`src/rtl/mult_pkg.sv`:
```
// Shared definitions for the signed 8x8 multiplier controller and its helpers.
package mult_pkg;

  localparam int OP_W   = 8;
  localparam int PROD_W = 14;
  localparam int RES_W  = 16;

  // Controller sequencing states.
  typedef enum logic [1:0] {
    IDLE = 2'd0,
    LOAD = 2'd1,
    RUN  = 2'd2,
    FIX  = 2'd3
  } state_t;

  // Most negative operand; its magnitude is 8'h80 and only fits unsigned.
  localparam logic [OP_W-1:0]  NEG_MIN        = 8'h80;
  // -128 * -128 = +16384 overflows the 14-bit datapath product.
  localparam logic [RES_W-1:0] SPECIAL_RESULT = 16'h4000;

  // Widen the unsigned product and negate it unless it is zero, so that
  // a zero product never turns into a negative-signed zero pattern.
  function automatic logic [RES_W-1:0] apply_sign(input logic neg,
                                                  input logic [PROD_W-1:0] prod);
    logic [RES_W-1:0] ext;
    ext = {{(RES_W-PROD_W){1'b0}}, prod};
    return (neg && (prod != '0)) ? (~ext + {{(RES_W-1){1'b0}}, 1'b1}) : ext;
  endfunction

endpackage

```
`src/rtl/sign_magnitude.sv`:
```
// Splits an 8-bit two's-complement value into magnitude and sign.
// -128 maps to magnitude 8'h80, read as unsigned by the datapath.
module sign_magnitude
  import mult_pkg::*;
(
  input  logic [OP_W-1:0] value,
  output logic [OP_W-1:0] mag,
  output logic            sign
);

  assign sign = value[OP_W-1];
  assign mag  = sign ? (~value + {{(OP_W-1){1'b0}}, 1'b1}) : value;

endmodule

```
`src/rtl/signed_mult_ctrl.sv`:
```
// Sequencing controller that turns the unsigned shift-add datapath into a
// signed 8x8 multiplier with a start/busy/done handshake and a run watchdog.
module signed_mult_ctrl
  import mult_pkg::*;
#(
  parameter int MAX_RUN = 10
) (
  input  logic                 clk,
  input  logic                 rst_n,
  input  logic                 start,
  input  logic [OP_W-1:0]      op_a,
  input  logic [OP_W-1:0]      op_b,
  output logic                 busy,
  output logic                 done,
  output logic [RES_W-1:0]     result,
  output logic                 err,
  output logic [OP_W-1:0]      dp_multiplier,
  output logic [OP_W-1:0]      dp_multiplicand,
  output logic                 dp_load,
  output logic                 dp_psel,
  output logic                 dp_reg_en,
  output logic                 dp_shift_en,
  input  logic                 dp_zflag,
  input  logic [PROD_W-1:0]    dp_product
);

  localparam int               CNT_W    = $clog2(MAX_RUN + 1);
  localparam logic [CNT_W-1:0] RUN_LAST = CNT_W'(MAX_RUN - 1);

  state_t             state_reg;
  logic               neg_reg;
  logic               special_reg;
  logic [CNT_W-1:0]   run_cnt_reg;
  logic [OP_W-1:0]    mag_a_reg;
  logic [OP_W-1:0]    mag_b_reg;
  logic               done_reg;
  logic               err_reg;
  logic [RES_W-1:0]   result_reg;

  logic [OP_W-1:0]    mag_a;
  logic [OP_W-1:0]    mag_b;
  logic               sign_a;
  logic               sign_b;

  sign_magnitude u_sm_a (
    .value (op_a),
    .mag   (mag_a),
    .sign  (sign_a)
  );

  sign_magnitude u_sm_b (
    .value (op_b),
    .mag   (mag_b),
    .sign  (sign_b)
  );

  // Sequencer: captures operands on accept, loads, runs until the
  // multiplicand is exhausted (or the watchdog fires), then signs the result.
  always_ff @(posedge clk or negedge rst_n) begin
    if (!rst_n) begin
      state_reg   <= IDLE;
      neg_reg     <= 1'b0;
      special_reg <= 1'b0;
      run_cnt_reg <= '0;
      mag_a_reg   <= '0;
      mag_b_reg   <= '0;
      done_reg    <= 1'b0;
      err_reg     <= 1'b0;
      result_reg  <= '0;
    end else begin
      done_reg <= 1'b0;
      case (state_reg)
        IDLE: begin
          if (start) begin
            mag_a_reg   <= mag_a;
            mag_b_reg   <= mag_b;
            neg_reg     <= sign_a ^ sign_b;
            special_reg <= (op_a == NEG_MIN) && (op_b == NEG_MIN);
            err_reg     <= 1'b0;
            state_reg   <= LOAD;
          end
        end
        LOAD: begin
          run_cnt_reg <= '0;
          state_reg   <= RUN;
        end
        RUN: begin
          if (dp_zflag) begin
            state_reg <= FIX;
          end else if (run_cnt_reg == RUN_LAST) begin
            err_reg   <= 1'b1;
            state_reg <= FIX;
          end else begin
            run_cnt_reg <= run_cnt_reg + 1'b1;
          end
        end
        FIX: begin
          result_reg <= special_reg ? SPECIAL_RESULT : apply_sign(neg_reg, dp_product);
          done_reg   <= 1'b1;
          state_reg  <= IDLE;
        end
        default: state_reg <= IDLE;
      endcase
    end
  end

  // Datapath strobes decode from state; RUN strobes also follow zflag so
  // the last shift happens in the same cycle the multiplicand empties.
  always_comb begin
    dp_load     = (state_reg == LOAD);
    dp_psel     = (state_reg == RUN) && !dp_zflag;
    dp_reg_en   = (state_reg == LOAD) || ((state_reg == RUN) && !dp_zflag);
    dp_shift_en = (state_reg == RUN) && !dp_zflag;
  end

  assign busy            = (state_reg != IDLE);
  assign done            = done_reg;
  assign err             = err_reg;
  assign result          = result_reg;
  assign dp_multiplier   = mag_a_reg;
  assign dp_multiplicand = mag_b_reg;

endmodule

```
`config.mk`:
```
export PLATFORM = sky130hd
export DESIGN_NAME = signed_mult_ctrl
export DESIGN_NICKNAME = d
export VERILOG_FILES = /design/src/rtl/mult_pkg.sv /design/src/rtl/sign_magnitude.sv /design/src/rtl/signed_mult_ctrl.sv
export SDC_FILE = /design/constraint.sdc
export NUM_CORES = 1
export LEC_CHECK = 0
export BUFFER_PORTS_ARGS = -buffer_cell sky130_fd_sc_hd__buf_2
export CORE_ASPECT_RATIO = 0.75
export CORE_MARGIN = 4
export CORE_UTILIZATION = 51
export DETAILED_ROUTE_END_ITERATION = 8
export PLACE_DENSITY = 0.77
export SLEW_MARGIN = 15
export SYNTH_ARGS = -nofsm -noshare
export SYNTH_HDL_FRONTEND = slang
export SYNTH_SLANG_ARGS = --single-unit
```
`constraint.sdc`:
```
create_clock -name clk -period 1.7 [get_ports clk]
set_clock_uncertainty 0.05 [all_clocks]
set_input_delay 0.255 -clock clk [delete_from_list [all_inputs] [get_ports clk]]
set_output_delay 0.255 -clock clk [all_outputs]
set_load 0.1 [all_outputs]
```
==> results.toml, run 1 <==
[floorplanning]
rows = 21
die_height_um = 66.68
dieArea_um2 = 5749
core_um2 = 4441
initial_utilization_pct = 52.72
dieWidth_um = 86.23
io_pins = 73

[route]
vias = 2203
drcViolationCount = 0
drt_first_pass_iters = 4
viasPerCell = 5.308
drt_iter0_drc = 97
wl_per_cell_um = 14.87
wl_mm = 6.172
ant_nets = 0

[setup_path]
critPathMaxFanout = 4
cp_slowest_cell = "dfrtp_1"
critPathRequiredTime_ps = 1390
slowest_delay_ps = 410
critPathLaunchType = "flip-flop"
cp.arrival_ps = 1460
r2r-end = "result[8]"
reg2reg_from = "state_reg[0]"
path_class = "flip-flop to output pin"
reg2reg_depth = 4
path_cells = "inv_2 > ha_4 > inv_4 > nor2_4 > or2_4 > buf_12"
crit_path_end_kind = "output pin"
r2r_setup_slack_ps = 100

[cts]
htreeDepth = 2
cts.sinks = 42
cts_tree = "yes"
cts-root-buf = "clkbuf_8"
cts_buffers = 5
clk_pin_slew_worst_paths_ps = 80
ctsLongestPathBuffers = 2
clk_latency_ps = 300

[finish]
regArea_um2 = 1051
num_antenna_cells = 0
multi_input_area_um2 = 1240
largest_reg_flops = 16
final_nets = 401
final_common_cell = "buf_2"
layout_common_cells = "buf_2, dfrtp_1, buf_4, nand2_1, o21ai_0"
fill_cells = 345
final_cells = 415
drive_above_1_share_pct = 37.43
syn_to_final_growth_pct = 40.78

[sta]
layout_setup_ws_ps = -61.70
whs_ps = 138.0
hold_viol = 0
max_freq_mhz = 567.6
setup_tns_ps = -165.0
max_slew_margin_pct = 63.76
rsz0062_at_grt = "true"
timing.final.crit_period_ps = 1762
slew_violations = 0
setup_violations = 4
fin_crit_sh_pct = 103.6
tightest_slew_ps = 543.7

[hold_path]
min-delay-start = "op_a[5]"
min_delay_path_depth = 2
hold_path_class = "primary input to flip-flop"
hold_end = "dp_multiplier[7]"

[placement]
gp_congestion = 0.8714
hpwl_mm = 4.515
port_buffers = 72
place_inst = 398
post-place-ws_ps = -270.5

[global_routing]
antenna_found_initial = 0
gr-total-overflow = 0
grt_pass1_vias = 2125
track_usage_pct = 22.00
grt_max_degree = 24
grt_pass1_wl_mm = 9.860

[synthesis]
synth_ff_type = "dfrtp_1"
synth_seq_area_share_pct = 44.90
syn_area_per_cell_um2 = 9.180
synth_warnings = 0
postSynthRegisterBits = 42
synth_cell_type_count = 37
syn_area_um2 = 2341
syn_nets = 298
synth_edf_count = 0
netlist_instances = 255
synthArstFlopShare_pct = 100.0

[outcome]
status = "finished, violations left"
violations = "setup timing"

[run]
maxCapViolCount = 0
## routing by layer
layer,vias to the layer above,track usage (%),part of all wire [%]
li1,1077,-,-
met1,1019,29.58,43
met2,97,35.38,47
met3,10,5.315,8.6
met4,0,6.420,1.3
met5,-,0,0
## Yosys cell counts (2+ instances only)
master	n	share of area, %
nor2b_1	4	1.1
a21oi_1	5	1.1
nand3_1	7	1.5
nor2_1	8	1.3
or2_2	2	0.53
o21ai_0	25	5.3
nor3_1	6	1.3
o31ai_1	2	0.64
nor4_1	5	1.3
xor2_1	17	6.4
dfrtp_1	42	45
mux2_2	3	1.4
or3_1	5	1.3
clkbuf_1	9	1.4
a22o_1	4	1.5
nand2b_1	8	2.1
or3b_2	2	0.75
nand3b_1	2	0.64
inv_1	25	4.0
xnor2_1	5	1.9
o41ai_1	3	1.1
o22ai_1	10	2.7
ha_1	9	4.8
mux2i_1	4	1.7
nand2_1	31	5.0
## area by class of cell
class	count	share of cell area [%]
Clock buffer	6	2.506
Clock inverter	1	0.9112
Inverter	25	3.265
Multi-Input combinational cell	178	37.62
Sequential cell	42	31.89
Tap cell	57	2.164
Timing Repair Buffer	106	21.64
## timing repair
item                                    4_1_cts  5_1_grt
pin swaps                                     3        5
hold buffers                                  1        0
buffers inserted                              6        3
endpoints found under the hold margin        21        0
resized for setup                             4       14
endpoints found under the setup margin        4        9
## cell families (layout without fill, tap and decap cells)
kind of cell    count (synthesis)  in the layout  share of synthesized area, %
mux                             7              7                         3.153
compound gates                 54             54                         14.22
xor+xnor                       22             22                         8.231
simple gates                   86             86                         18.92
fa+ha+maj                       9              9                         4.810
flops                          42             42                         44.90
buf+inv                        35            138                         5.772
## through the flow
stage               util [%]  area [µm²]
global route           74.22        3296
finish                 74.22        3296
detailed placement     68.36        3035
floorplan                  -        2390
CTS                    72.50        3219
global placement       68.36        3035
## worst max-delay path by stage
stage | from | end | slack, ps
after detailed placement | dp_product[1] | result[12] | -270
after CTS | state_reg[0] | dp_reg_en | -50
after floorplan | state_reg[0] | dp_reg_en | -210
after global placement | dp_product[1] | result[12] | -180
after global routing | state_reg[0] | dp_reg_en | -130
final | state_reg[0] | dp_reg_en | -60
## worst max-delay path: cells and delay by family, from the launching register on
family,cells,cell delay [ps]
flip-flops,1,410
AND/OR/NAND/NOR,2,280
adder cells (fa/ha/maj),1,170
buffers and inverters,3,310
Power of run 1 is not shown: default switching activity piles up to over one toggle a cycle in this logic, so the estimate is an artifact.
==> run 2, diff against run 1 <==
--- a/config.mk
+++ b/config.mk
@@ -5,10 +5,11 @@
 export SDC_FILE = /design/constraint.sdc
 export NUM_CORES = 1
 export LEC_CHECK = 0
+export ABC_AREA = 1
 export BUFFER_PORTS_ARGS = -buffer_cell sky130_fd_sc_hd__buf_2
 export CORE_ASPECT_RATIO = 0.75
 export CORE_MARGIN = 4
-export CORE_UTILIZATION = 51
+export CORE_UTILIZATION = 52
 export DETAILED_ROUTE_END_ITERATION = 8
 export PLACE_DENSITY = 0.77
 export SLEW_MARGIN = 15
==> results.toml, run 2 <==
[route]
viasPerCell = 4.937
ant_nets = 0
drcViolationCount = 0
drt_first_pass_iters = 4
drt_iter0_drc = 142
vias = 2286
wl_per_cell_um = 12.38
wl_mm = 5.734

[floorplanning]
dieArea_um2 = 5869
initial_utilization_pct = 54.36
core_um2 = 4493
io_pins = 73
rows = 21
dieWidth_um = 87.14
die_height_um = 67.35

[cts]
cts_tree = "yes"
cts.sinks = 42
cts-root-buf = "clkbuf_8"
ctsLongestPathBuffers = 2
clk_latency_ps = 300
cts_buffers = 5
htreeDepth = 2
clk_pin_slew_worst_paths_ps = 80

[hold_path]
hold_path_class = "primary input to flip-flop"
hold_end = "dp_multiplier[7]"
min-delay-start = "op_a[5]"
min_delay_path_depth = 2

[setup_path]
reg2reg_from = "state_reg[1]"
r2r_setup_slack_ps = 80
critPathLaunchType = "flip-flop"
critPathRequiredTime_ps = 1390
r2r-end = "err"
cp.arrival_ps = 1450
reg2reg_depth = 9
critPathMaxFanout = 3
path_class = "flip-flop to output pin"
crit_path_end_kind = "output pin"

[synthesis]
syn_area_um2 = 2442
synth_top_area_share_pct = 43.03
yosysMostFrequentCell = "nand2_1"
synth_edf_count = 0
synth_warnings = 0
yosysTopAreaCell = "dfrtp_1"
syn_area_per_cell_um2 = 7.680
synthArstFlopShare_pct = 100.0
synth_ff_type = "dfrtp_1"
synth_seq_area_share_pct = 43.03
netlist_instances = 318
synth_commonest_cells = "nand2_1, dfrtp_1, inv_1, nor2_1, nand3_1"
yosys-top-cells-area = "dfrtp_1, nand2_1, nand3_1"
postSynthRegisterBits = 42
synth_cell_type_count = 33
syn_nets = 361

[outcome]
violations = "setup timing"
status = "finished, violations left"

[finish]
final_common_cell = "nand2_1"
drive_above_1_share_pct = 30.54
syn_to_final_growth_pct = 32.02
final_nets = 448
layout_common_cells = "nand2_1, buf_2, dfrtp_1, inv_1"
num_antenna_cells = 0
fill_cells = 365
final_cells = 463
largest_reg_flops = 16

[sta]
rsz0062_at_grt = "true"
fin_crit_sh_pct = 103.5
slew_violations = 0
max_freq_mhz = 568.4
tightest_slew_ps = 550.1
setup_violations = 4
hold_viol = 0
timing.final.crit_period_ps = 1759
setup_tns_ps = -133.0
max_slew_margin_pct = 63.33
layout_setup_ws_ps = -59.44

[global_routing]
grt_pass1_wl_mm = 9.577
grt_max_degree = 30
track_usage_pct = 20.97
grt_pass1_vias = 2155
antenna_found_initial = 0
gr-total-overflow = 0

[placement]
place_inst = 446
gp_congestion = 0.9176
hpwl_mm = 4.484
port_buffers = 72

[run]
maxCapViolCount = 0
## run 2: how the worst max path moves through the flow
stage                   start              to  slack (ps)  cells after the start
6_report         state_reg[0]       dp_reg_en         -60                      4
5_1_grt          state_reg[0]       dp_reg_en        -100                      6
4_1_cts          state_reg[0]       dp_reg_en         -60                      4
3_5_place_dp   run_cnt_reg[1]  run_cnt_reg[2]         150                     10
3_3_place_gp    dp_product[0]       result[9]         200                     10
2_1_floorplan    state_reg[0]       dp_reg_en        -220                      5
## run 2: cells by family after synthesis
logic type	Yosys count	share of synthesized area [%]
AO/OA/AOI/OAI	43	9.888
buffers and inverters	46	7.480
multiplexers	1	0.4099
adder cells (fa/ha/maj)	9	4.611
XOR/XNOR	12	4.304
AND/OR/NAND/NOR	165	30.28
flip-flops	42	43.03
## run 2: what timing repair did
action,in CTS,in global routing
buffers inserted,6,2
pin swaps,3,2
gates resized for setup,5,5
setup endpoints to repair,4,9
hold buffers,1,0
endpoints found under the hold margin,23,0
gates cloned,0,0
## run 2: layout make-up
class / count / area [µm²] / area share [%]
flip-flops and latches: 42 / 1052 / 32.63
inverters: 38 / 148.9 / 4.618
well taps: 57 / 71.32 / 2.212
multi-input cells: 230 / 1265 / 39.23
repair buffers: 88 / 578.1 / 17.93
clock buffers: 5 / 68.82 / 2.134
clock inverters: 3 / 40.04 / 1.242
## run 2: worst max-delay path: stages, from the launching register on
cell     delay (ps)
dfrtp_1         420
buf_4           150
ha_4            170
or2_4           250
buf_12          160
## run 2: stage by stage
| stage | hold slack, ps | util, % | area, µm² | worst slack [ps] |
|---|---|---|---|---|
| after floorplan | -90.59 | - | 2474 | -223.7 |
| after global placement | 228.7 | 66.89 | 3005 | 198.1 |
| after detailed placement | 232.9 | 66.89 | 3005 | 154.8 |
| after CTS | 117.4 | 70.98 | 3189 | -55.52 |
| after global routing | 135.7 | 71.76 | 3224 | -101.6 |
| final | 122.4 | 71.76 | 3224 | -59.44 |
## run 2: routing by layer
metal / track usage [%] / vias up / wire length [µm]
met5: 0 / - / 0
met4: 6.322 / 0 / 73
met3: 4.390 / 9 / 415
met2: 32.86 / 80 / 2419
met1: 29.42 / 1013 / 2825
li1: - / 1184 / -
Power of run 2 is left out for the same reason.
==> run 3, diff against run 2 <==
==> constraint.sdc (replaced) <==
create_clock -name clk -period 1.7 [get_ports clk]
set_clock_uncertainty 0.05 [all_clocks]
set_input_delay 0 -clock clk [delete_from_list [all_inputs] [get_ports clk]]
set_output_delay 0 -clock clk [all_outputs]
set_load 0.1 [all_outputs]
==> results.toml, run 3 (synthesis gave the netlist of run 2 again) <==
[cts]
ctsLongestPathBuffers = 2
clk_latency_ps = 290
cts_buffers = 5
clk_pin_slew_worst_paths_ps = 80
cts_tree = "yes"
cts.sinks = 42
htreeDepth = 2
cts-root-buf = "clkbuf_8"

[route]
vias = 2400
drt_first_pass_iters = 4
wl_per_cell_um = 13.13
drt_iter0_drc = 152
wl_mm = 6.265
viasPerCell = 5.031
drcViolationCount = 0
ant_nets = 0

[finish]
fill_cells = 340
syn_to_final_growth_pct = 35.86
num_antenna_cells = 0
largest_reg_flops = 16
final_nets = 462
drive_above_1_share_pct = 27.38
layout_common_cells = "nand2_1, buf_2, dfrtp_1, inv_1"
final_common_cell = "nand2_1"

[setup_path]
critPathLaunchType = "primary input"
r2r-end = "run_cnt_reg[2]"
critPathRequiredTime_ps = 1850
path_class = "primary input to flip-flop"
reg2reg_depth = 10
r2r_setup_slack_ps = 140
crit_path_end_kind = "flip-flop"
critPathMaxFanout = 3
cp.arrival_ps = 1770
reg2reg_from = "run_cnt_reg[1]"

[sta]
setup_violations = 0
fin_crit_sh_pct = 95.40
hold_viol = 0
max_freq_mhz = 616.6
max_slew_margin_pct = 64.36
slew_violations = 0
rsz0062_at_grt = "true"
setup_tns_ps = 0
timing.final.crit_period_ps = 1622
tightest_slew_ps = 534.7

[outcome]
status = "finished clean"

[floorplanning]
rows = 21
dieWidth_um = 87.14
die_height_um = 67.35
core_um2 = 4493
initial_utilization_pct = 54.36
dieArea_um2 = 5869
io_pins = 73

[hold_path]
hold_path_class = "primary input to flip-flop"
min-delay-start = "dp_product[5]"
hold_end = "result[5]"
min_delay_path_depth = 5

[global_routing]
antenna_found_initial = 0
grt_max_degree = 43
grt_pass1_wl_mm = 10.25
gr-total-overflow = 0
track_usage_pct = 22.52
grt_pass1_vias = 2223

[run]
maxCapViolCount = 0

[placement]
gp_congestion = 0.8093
port_buffers = 72
hpwl_mm = 4.336
==> run 3: how the worst max path moves through the flow <==
stage                    from                 end
3_5_place_dp   run_cnt_reg[1]      run_cnt_reg[2]
6_report              op_b[1]  dp_multiplicand[7]
2_1_floorplan    state_reg[1]                 err
3_3_place_gp     state_reg[0]        state_reg[0]
4_1_cts          state_reg[0]           dp_reg_en
5_1_grt        run_cnt_reg[1]      run_cnt_reg[2]
==> run 3: repair_timing <==
item                                   CTS  global route
setup buffers                            0             3
hold buffers                            22             0
gates resized for setup                  0             2
setup endpoints to repair                0             3
endpoints found under the hold margin   61             0
==> run 3: worst max-delay path, cell delays in order <==
cell	delay, ps
dlygate4sd3_1	540
buf_2	150
nor3_2	220
nand2_1	100
dlygate4sd3_1	580
o41ai_2	190
==> run 3: layout make-up <==
class | instances | area [µm²] | share of cell area [%]
multi-input cells | 230 | 1254 | 37.78
flip-flops and latches | 42 | 1051 | 31.67
repair buffers | 102 | 685.7 | 20.66
inverters | 38 | 146.4 | 4.412
clock buffers | 8 | 110.1 | 3.318
well taps | 57 | 71.32 | 2.149
==> run 3: metrics by stage <==
stage               utilization (%)  hold slack, ps  setup slack (ps)  instances  instance area, µm²
finish                        73.85           20.35             78.12        477                3318
detailed placement            65.83           48.33             129.1        444                2958
CTS                           73.18           15.36             46.00        474                3288
global placement              65.83           49.57             209.2        444                2958
global route                  73.85           28.26            -33.30        477                3318
floorplan                         -          -345.6            -12.19        318                2484
==> run 3: per-layer routing <==
metal / wire length (µm) / up-vias / global-route usage [%]
met5: 0 / - / 0
met4: 158 / 0 / 9.004
met3: 492 / 20 / 4.878
met2: 2770 / 101 / 35.04
met1: 2843 / 1070 / 30.80
li1: - / 1209 / -
Power of run 3 is left out for the same reason.
